==> src/rtl/bin2bcd_seq.sv <==
// Sequential shift-add-3 (double-dabble) binary to packed BCD converter with start/done handshake.
// Define BIN2BCD_SIGNED_EN to treat bin as two's complement and report its sign on neg.
module bin2bcd_seq #(
    parameter int W      = 14,
    parameter int DIGITS = 4
) (
    input  logic                  clk,
    input  logic                  rst,
    input  logic                  start,
    input  logic [W-1:0]          bin,
    output logic                  busy,
    output logic                  done,
    output logic [4*DIGITS-1:0]   bcd,
    output logic                  overflow,
    output logic                  neg
);

    localparam int          BW      = 4 * DIGITS;
    localparam int          SW      = BW + 4;
    localparam int          CW      = $clog2(W + 1);
    localparam logic [31:0] MAX_VAL = 32'(10**DIGITS - 1);

    // Handshake: start is accepted only on a clock edge where state is IDLE;
    // done is a one-cycle pulse in DONE and bcd/overflow/neg hold until the next DONE.
    typedef enum logic [1:0] {IDLE, SHIFT, DONE} state_t;

    state_t          state, state_next;
    logic [CW-1:0]   count;
    logic [W-1:0]    bin_reg, bin_next;
    logic [SW-1:0]   scratch, scratch_adj, scratch_next;
    logic [W-1:0]    mag;
    logic            mag_over;
    logic            ovf_cap;
    logic            result_ovf;
    logic [BW-1:0]   result_bcd;
    logic [BW-1:0]   bcd_q;
    logic            ovf_q;

`ifdef BIN2BCD_SIGNED_EN
    logic is_neg, neg_cap, neg_q;
    assign is_neg = bin[W-1];
    assign mag    = is_neg ? (~bin + W'(1)) : bin;
    assign neg    = neg_q;
`else
    assign mag = bin;
    assign neg = 1'b0;
`endif

    assign mag_over = 32'(mag) > MAX_VAL;

    // One double-dabble iteration: add 3 to every nibble >= 5, then shift left.
    always_comb begin
        scratch_adj = scratch;
        for (int i = 0; i < SW / 4; i++) begin
            if (scratch[4*i +: 4] >= 4'd5) begin
                scratch_adj[4*i +: 4] = scratch[4*i +: 4] + 4'd3;
            end
        end
        scratch_next = {scratch_adj[SW-2:0], bin_reg[W-1]};
        bin_next     = {bin_reg[W-2:0], 1'b0};
    end

    assign result_ovf = ovf_cap | (|scratch_next[SW-1:BW]);
    assign result_bcd = result_ovf ? {DIGITS{4'h9}} : scratch_next[BW-1:0];

    always_ff @(posedge clk) begin
        if (rst) begin
            state <= IDLE;
        end else begin
            state <= state_next;
        end
    end

    always_comb begin
        state_next = state;
        case (state)
            IDLE:    if (start) state_next = SHIFT;
            SHIFT:   if (count == CW'(1)) state_next = DONE;
            DONE:    state_next = IDLE;
            default: state_next = IDLE;
        endcase
    end

    always_comb begin
        busy = (state != IDLE);
        done = (state == DONE);
    end

    always_ff @(posedge clk) begin
        if (rst) begin
            count   <= '0;
            bin_reg <= '0;
            scratch <= '0;
            ovf_cap <= 1'b0;
            bcd_q   <= '0;
            ovf_q   <= 1'b0;
`ifdef BIN2BCD_SIGNED_EN
            neg_cap <= 1'b0;
            neg_q   <= 1'b0;
`endif
        end else begin
            if (state == IDLE && start) begin
                bin_reg <= mag;
                scratch <= '0;
                count   <= CW'(W);
                ovf_cap <= mag_over;
`ifdef BIN2BCD_SIGNED_EN
                neg_cap <= is_neg;
`endif
            end
            if (state == SHIFT) begin
                scratch <= scratch_next;
                bin_reg <= bin_next;
                count   <= count - 1'b1;
                // Results are latched on the edge that enters DONE.
                if (count == CW'(1)) begin
                    bcd_q <= result_bcd;
                    ovf_q <= result_ovf;
`ifdef BIN2BCD_SIGNED_EN
                    neg_q <= neg_cap;
`endif
                end
            end
        end
    end

    assign bcd      = bcd_q;
    assign overflow = ovf_q;

endmodule

==> config.mk <==
export PLATFORM = sky130hd
export DESIGN_NAME = bin2bcd_seq
export DESIGN_NICKNAME = d
export VERILOG_FILES = /design/src/rtl/bin2bcd_seq.sv
export SDC_FILE = /design/constraint.sdc
export NUM_CORES = 1
export LEC_CHECK = 0
export CORE_MARGIN = 5
export CORE_UTILIZATION = 30
export DETAILED_ROUTE_END_ITERATION = 8
export SYNTH_ARGS = -nofsm -noshare
export SYNTH_HDL_FRONTEND = slang
export SYNTH_SLANG_ARGS = --single-unit
==> constraint.sdc <==
create_clock -name clk -period 6 [get_ports clk]
set_input_delay 1.8 -clock clk [delete_from_list [all_inputs] [get_ports clk]]
set_output_delay 1.8 -clock clk [all_outputs]
set_load 0.005 [all_outputs]
# --- Word level (Yosys, flattened, before mapping) ---
# Cells that the tools add are included.
classes:
  n_addsub: 6
  n_lt_le_gt_ge: 6
  eq_ne: 5
  n_mux: 15
  bitwise: 1
  reduce_logical: 8
op_table:
  columns: ["operator", "n"]
  rows:
  - ["20-bit two-way mux", 2]
  - ["14-bit two-way mux", 2]
  - ["4-bit two-way mux", 6]
  - ["4-bit by 3-bit >= comparator with 1-bit output, second input constant", 5]
  - ["4-bit by 2-bit adder with 4-bit output, second input constant", 4]
  - ["16-bit two-way mux", 1]
  - ["14-bit greater-than comparator, second input constant", 1]
  - ["4-bit by 1-bit equality test with 1-bit output, second input constant", 1]
  - ["2-bit two-way mux", 2]
  - ["2-bit inequality test, second input constant", 2]
  - ["2-bit one-hot mux with 2 select lines", 1]
  - ["2-bit AND reduction", 2]
  - ["2-bit nonzero test", 2]
  - ["4-bit OR reduction", 1]
  - ["4-bit by 1-bit subtractor with 4-bit output, second input constant", 1]
  - ["3-bit by 2-bit adder with 3-bit output, second input constant", 1]
  - ["3-bit two-way mux", 1]
  - ["2-bit by 1-bit equality test with 1-bit output, second input constant", 1]
  - ["2-bit equality test, second input constant", 1]
  - ["2-bit zero test", 1]
  - ["2-bit OR reduction", 1]
  - ["1-bit logical AND", 1]
  - ["1-bit OR", 1]
word_totals:
  register_bits: 58
  input_bits: 17
  output_inout_bits: 20
  elab_cells: 49

# --- Logic depth before layout (Yosys ltp) ---
# Gate-level depths: netlist of run 1.
logic_depth:
  word_depth: 5
  mapped_depth: 7
  mapped_depth_nobuf: 6

# --- Worst setup path before layout of run 1 ---
# OpenSTA, ideal clock, no wires.
synth_timing:
  path_type: "input-to-reg"
  startpoint: "in start"
  endpoint: "reg scratch[1]"
  setup_ns: 0.128
  t_arrival_ns: 2.643
  path_slack_ns: 3.230
  path_stages: 5
  cell_sequence: "nor3b_2 nor2_1 clkbuf_1 a32oi_1 nor2_1"
synth_between:
  elab_chain_len: 2
synth_lines:
  columns: ["item", "line", "text"]
  rows:
  - ["start, declared", "9", "input logic start,"]
  - ["1-bit logical AND", "102", "if (state == IDLE && start) begin"]
  - ["2-bit nonzero test (no source line)", null, null]
  - ["end signal, assigned", "112", "scratch <= scratch_next;"]
  - ["end, declared", "30", "logic [SW-1:0] scratch, scratch_adj, scratch_next;"]
# No other way between the ends.
# A chain may end at the register's enable or synchronous reset.

==> flow_metrics.env, run 1 <==
export IMPL_h_tree_depth=3
export IMPL_crit_chain="clkdlybuf4s50_1, inv_1, nand2_1, a2111o_1, o31ai_1"
export IMPL_skew_ps=6.34
export IMPL_p_sw_frac=0.250
export IMPL_route_detailed_drc=0
export IMPL_avgRoutedWirePerCell_um=13.7
export IMPL_cts_tree="done"
export IMPL_crit_path_start="rst"
export IMPL_grtUsageTotal=0.126
export IMPL_setup_viol=0
export IMPL_critPathLaunchType="primary input"
export IMPL_area_growth_syn_to_layout_pct=23.6
export IMPL_synth_edf_count=0
export IMPL_tightest_slew_ps=960
export IMPL_cts_sinks=58
export IMPL_core_region_area_um2=9240
export IMPL_critPathArrivalTime_ps=3820
export IMPL_p_seq_frac=0.460
export IMPL_die_w_um=107
export IMPL_final_hold_violation_count=0
export IMPL_overflow=0
export IMPL_vias_per_cell=4.99
export IMPL_critPathCapture="bcd[1]$_SDFFE_PP0P_"
export IMPL_ys_async_sr_fraction=0
export IMPL_worst_r2r_cell_count=6
export IMPL_p_int_uw=663
export IMPL_drv_cap=0
export IMPL_ff2ff_setup_slack_ps=3700
export IMPL_cp_required_ps=6250
export IMPL_largest_reg_flops=20
export IMPL_drive_above_1_share=0.0737
export IMPL_vias=2541
export IMPL_powerDensity_nw_per_um2=251
export IMPL_yosysWarnings=0
export IMPL_cts_resized=0
export IMPL_netlist_top_cells_count="dfxtp_1, nand2_1, a21oi_1, nor2_1, inv_1"
export IMPL_syn_cell_area_um2=2850
export IMPL_max_freq_ghz=0.280
export IMPL_synth_ff_type="dfxtp_1"
export IMPL_tns_ps=0
export IMPL_cts_root_buf="clkbuf_8"
export IMPL_hold_path_class="register to register"
export IMPL_rsz0062_at_grt="no"
export IMPL_synth_cell_types=41
export IMPL_ys_ff_latch=58
export IMPL_r2r_start="scratch[16]$_SDFFE_PP0P_"
export IMPL_p_switching_uw=221
export IMPL_syn_inst=347
export IMPL_grt_pass1_wl_um=11600
export IMPL_dp_hpwl_um=4760
export IMPL_report_power_total_uw=884
export IMPL_ios=37
export IMPL_io_buffers=35
export IMPL_place_gp_congestion=0.821
export IMPL_wl_um=6970
export IMPL_seq_area_frac_synth=0.407
export IMPL_cp_slowest_cell="clkdlybuf4s50_1"
export IMPL_dr_pass1_iters=4
export IMPL_period_needed_ps=3570
export IMPL_yosys_area_top_type="dfxtp_1"
export IMPL_period_share=0.595
export IMPL_stdcell_count=509
export IMPL_syn_avg_cell_area_um2=8.21
export IMPL_worstSetupPathType="primary input to register"
export IMPL_initial_utilization=0.308
export IMPL_diodes=0
export IMPL_cts_hold_buf=0
export IMPL_antenna_found_initial=0
export IMPL_drt_iter0_drc=117
export IMPL_combPwrFrac=0.093
export IMPL_grt_pass1_vias=2416
export IMPL_relSlewSlack=0.358
export IMPL_netlist_area_leader_share=0.407
export IMPL_die_area_um2=11500
export IMPL_finalMaxSlewViolations=0
export IMPL_clkTransAtPathRegs_ps=70
export IMPL_antenna_left=0
export IMPL_synth_fp_nets=376
export IMPL_die_h_um=107
export IMPL_slowest_delay_ps=900
export IMPL_final_nets=404
export IMPL_cts_buffer_depth=2
export IMPL_cts_buffers_inserted=9
export IMPL_worst_skew_pair_late_latency_ps=340
export IMPL_status="finished, final reports clean"
export IMPL_leakage_nw=1.21
export IMPL_r2r_end="bcd[4]$_SDFFE_PP0P_"
export IMPL_pre_cts_ws_ps=2090
export IMPL_worstSetupEndpointType="register"
export IMPL_rows=35
export IMPL_clockPowerShare=0.447
export IMPL_dp_cells=493
export IMPL_max_vdd_ir_drop_mv=0.128
export IMPL_fin_ws_ps=2430
export IMPL_yosysMostFrequentCell="dfxtp_1"
export IMPL_crit_path_max_fanout=25
export IMPL_ys_top_cells_by_area="dfxtp_1, a21oi_1, nand2_1"
export IMPL_grt_max_degree=38
export IMPL_post_cts_setup_buffer_count=0
## power by group through the flow
stage               registers [mW]  logic (mW)  clock network (mW)
floorplan                    0.413      0.0505                   0
global placement             0.415      0.0811                   0
detailed placement           0.415      0.0823                   0
global route                 0.408      0.0915               0.422
CTS                          0.406      0.0827               0.406
finish                       0.407      0.0825               0.395
## critical path, delay by kind of cell
kind / cells / cell delay (ps)
and+or+nand+nor: 1 / 140
buffers and inverters: 2 / 1200
AOI/OAI and AO/OA: 2 / 690
## worst min-delay path by stage
stage	from	end	slack (ps)	depth (start not counted)
floorplan	ovf_cap$_SDFFE_PP0P_	ovf_cap$_SDFFE_PP0P_	430	2
global placement	bin_reg[12]$_SDFFE_PP0P_	bin_reg[12]$_SDFFE_PP0P_	440	2
detailed placement	bcd[9]$_SDFFE_PP0P_	bcd[9]$_SDFFE_PP0P_	450	2
CTS	bin_reg[7]$_SDFFE_PP0P_	bin_reg[7]$_SDFFE_PP0P_	460	2
global route	bin_reg[6]$_SDFFE_PP0P_	bin_reg[6]$_SDFFE_PP0P_	470	2
finish	bcd[9]$_SDFFE_PP0P_	bcd[9]$_SDFFE_PP0P_	450	2
## layout by cell type, fill, tap and decap left out, types with 11 or more instances in the layout
cell             synthesis  layout
dfxtp_1                 58      58
clkdlybuf4s50_1          0      35
a21oi_1                 38      38
inv_1                   19      19
a22oi_1                 13      13
nand2_1                 41      41
a211oi_1                11      11
nor2_1                  27      27
o21ai_0                 13      13
nand3_1                 11      11
ha_1                    12      12
## layout make-up
type	instances	area (um2)
multi-input cells	248	1530
repair buffers	39	380
flip-flops and latches	58	1160
clock buffers	9	124
well taps	129	161
inverters	19	71.3
fillers	960	5720
clock inverters	7	93.8
## through the flow
step           hold WS [ps]  area, um2   util
2_1_floorplan           432       2850      -
6_report                454       3520  0.381
5_1_grt                 475       3520  0.381
3_5_place_dp            447       3310  0.358
3_3_place_gp            443       3310  0.358
4_1_cts                 457       3520  0.381
## cells by family after synthesis
kind of cell,Yosys count,synth area share
buffers and inverters,41,0.0562
flip-flops,58,0.407
AND/OR/NAND/NOR,117,0.195
other,1,0.00132
XOR/XNOR,1,0.00307
multiplexers,2,0.00746
adder cells (fa/ha/maj),12,0.0527
AO/OA/AOI/OAI,115,0.277
## layer usage
layer | GRT usage | wire length (um) | vias up
met5 | 0 | 0 | -
met4 | 0.0469 | 81 | 0
met3 | 0.0312 | 244 | 9
met2 | 0.193 | 3220 | 38
met1 | 0.170 | 3430 | 1194
li1 | - | - | 1300
Note: power is estimated with default switching activity, not from simulation.
==> run 2, diff against run 1 <==
==> constraint.sdc (replaced) <==
create_clock -name clk -period 3.3 [get_ports clk]
set_input_delay 0.99 -clock clk [delete_from_list [all_inputs] [get_ports clk]]
set_output_delay 0.99 -clock clk [all_outputs]
set_load 0.005 [all_outputs]
==> flow_metrics.env, run 2 (synthesis gave the netlist of run 1 again) <==
export IMPL_slowest_delay_ps=510
export IMPL_final_nets=405
export IMPL_post_route_util=0.379
export IMPL_drv_cap=0
export IMPL_max_vdd_ir_drop_mv=0.235
export IMPL_avgRoutedWirePerCell_um=13.5
export IMPL_clkTransAtPathRegs_ps=70
export IMPL_io_buffers=35
export IMPL_die_w_um=107
export IMPL_grt_pass1_vias=2349
export IMPL_critPathTopFamily="buffers and inverters"
export IMPL_ff2ff_setup_slack_ps=1070
export IMPL_ios=37
export IMPL_grt_max_degree=48
export IMPL_cts_hold_buf=0
export IMPL_worst_skew_pair_late_latency_ps=330
export IMPL_vias_per_cell=5.07
export IMPL_post_cts_setup_buffer_count=0
export IMPL_crit_path_max_fanout=5
export IMPL_final_common_cell="dfxtp_1"
export IMPL_critPathBufInv=1
export IMPL_hold_path_class="register to register"
export IMPL_leakage_nw=1.20
export IMPL_r2r_start="scratch[16]$_SDFFE_PP0P_"
export IMPL_critPathArrivalTime_ps=1440
export IMPL_worst_r2r_cell_count=6
export IMPL_hold_path_cell_count=2
export IMPL_worstSetupPathType="register to output port"
export IMPL_vias=2586
export IMPL_final_hold_violation_count=0
export IMPL_dp_hpwl_um=4670
export IMPL_period_share=0.735
export IMPL_cp_required_ps=2310
export IMPL_overflow=0
export IMPL_cts_tree="done"
export IMPL_cts_sinks=58
export IMPL_setup_viol=0
export IMPL_final_cell_mix="dfxtp_1, nand2_1, a21oi_1, clkdlybuf4s50_1, nor2_1"
export IMPL_route_detailed_drc=0
export IMPL_hold_end="bin_reg[3]$_SDFFE_PP0P_"
export IMPL_grt_pass1_wl_um=11100
export IMPL_period_needed_ps=2430
export IMPL_tightest_slew_ps=753
export IMPL_core_region_area_um2=9240
export IMPL_place_gp_congestion=0.826
export IMPL_cts_root_buf="clkbuf_8"
export IMPL_finalMaxSlewViolations=0
export IMPL_report_power_total_mw=1.52
export IMPL_area_growth_syn_to_layout_pct=22.7
export IMPL_hold_path_startpoint="bin_reg[3]$_SDFFE_PP0P_"
export IMPL_grtUsageTotal=0.121
export IMPL_drt_iter0_drc=117
export IMPL_die_area_um2=11500
export IMPL_tns_ps=0
export IMPL_worstSetupEndpointType="output port"
export IMPL_cts_resized=0
export IMPL_dr_pass1_iters=4
export IMPL_cp_depth=2
export IMPL_rsz0062_at_grt="no"
export IMPL_skew_ps=4.05
export IMPL_cts_buffers_inserted=9
export IMPL_crit_path_start="state[1]$_SDFFE_PP0P_"
export IMPL_die_h_um=107
export IMPL_rows=35
export IMPL_critPathLaunchType="register"
export IMPL_diodes=0
export IMPL_r2r_end="bcd[4]$_SDFFE_PP0P_"
export IMPL_relSlewSlack=0.496
export IMPL_powerDensity_nw_per_um2=433
export IMPL_h_tree_depth=3
export IMPL_wl_um=6890
export IMPL_max_freq_ghz=0.412
export IMPL_status="finished, final reports clean"
export IMPL_antenna_left=0
export IMPL_largest_reg_flops=20
export IMPL_crit_chain="nor2b_1, clkdlybuf4s50_1"
export IMPL_cp_slowest_cell="clkdlybuf4s50_1"
export IMPL_cts_buffer_depth=2
export IMPL_initial_utilization=0.308
export IMPL_antenna_found_initial=0
export IMPL_drive_above_1_share=0.0735
-- run 2: cell types whose count changed in the layout (fill, tap and decap cells not counted), sizes merged --
cell,before,now
clkbuf,9,10
clkinv,3,4
clkinvlp,2,1
buf,4,5
bufinv,2,1
-- run 2: final cells by class --
class,instances,area [um2]
clock buffer,10,128
clock inverter,6,57.6
fill,968,5740
inverter,19,71.3
multi-input combinational,248,1530
sequential,58,1160
tap,129,161
timing repair buffer,40,388
-- run 2: how the worst max path moves through the flow --
stage / slack, ps / endpoint
global route: 780 / done
finish: 870 / done
CTS: 840 / done
floorplan: 1340 / scratch[1]$_SDFFE_PP0P_
detailed placement: 850 / bcd[5]$_SDFFE_PP0P_
global placement: 900 / bcd[14]$_SDFFE_PP0P_
-- run 2: per-layer routing --
layer  wire, um  GRT usage
met1       3270      0.150
met2       3290      0.204
met3        247     0.0372
met4         81     0.0325
met5          0          0
-- run 2: power by group --
group	switching (mW)	internal, mW
Combinational	0.0894	0.0605
Sequential	0.0161	0.723
Clock	0.283	0.343
-- run 2: worst register-to-register path: stages (launching register included) --
cell and delay, ps:
dfxtp_1 350, inv_1 110, ha_1 260, nand2b_1 100, a2111o_1 470, a2111oi_4 650
a211oi_1 160
-- run 2: per-stage QoR --
stage / instances / hold WS (ps) / worst slack, ps / cell area (um2)
2_1_floorplan: 347 / 432 / 1340 / 2850
3_3_place_gp: 494 / 444 / 900 / 3310
3_5_place_dp: 494 / 448 / 847 / 3310
4_1_cts: 510 / 460 / 842 / 3500
5_1_grt: 510 / 478 / 782 / 3500
6_report: 510 / 456 / 874 / 3500
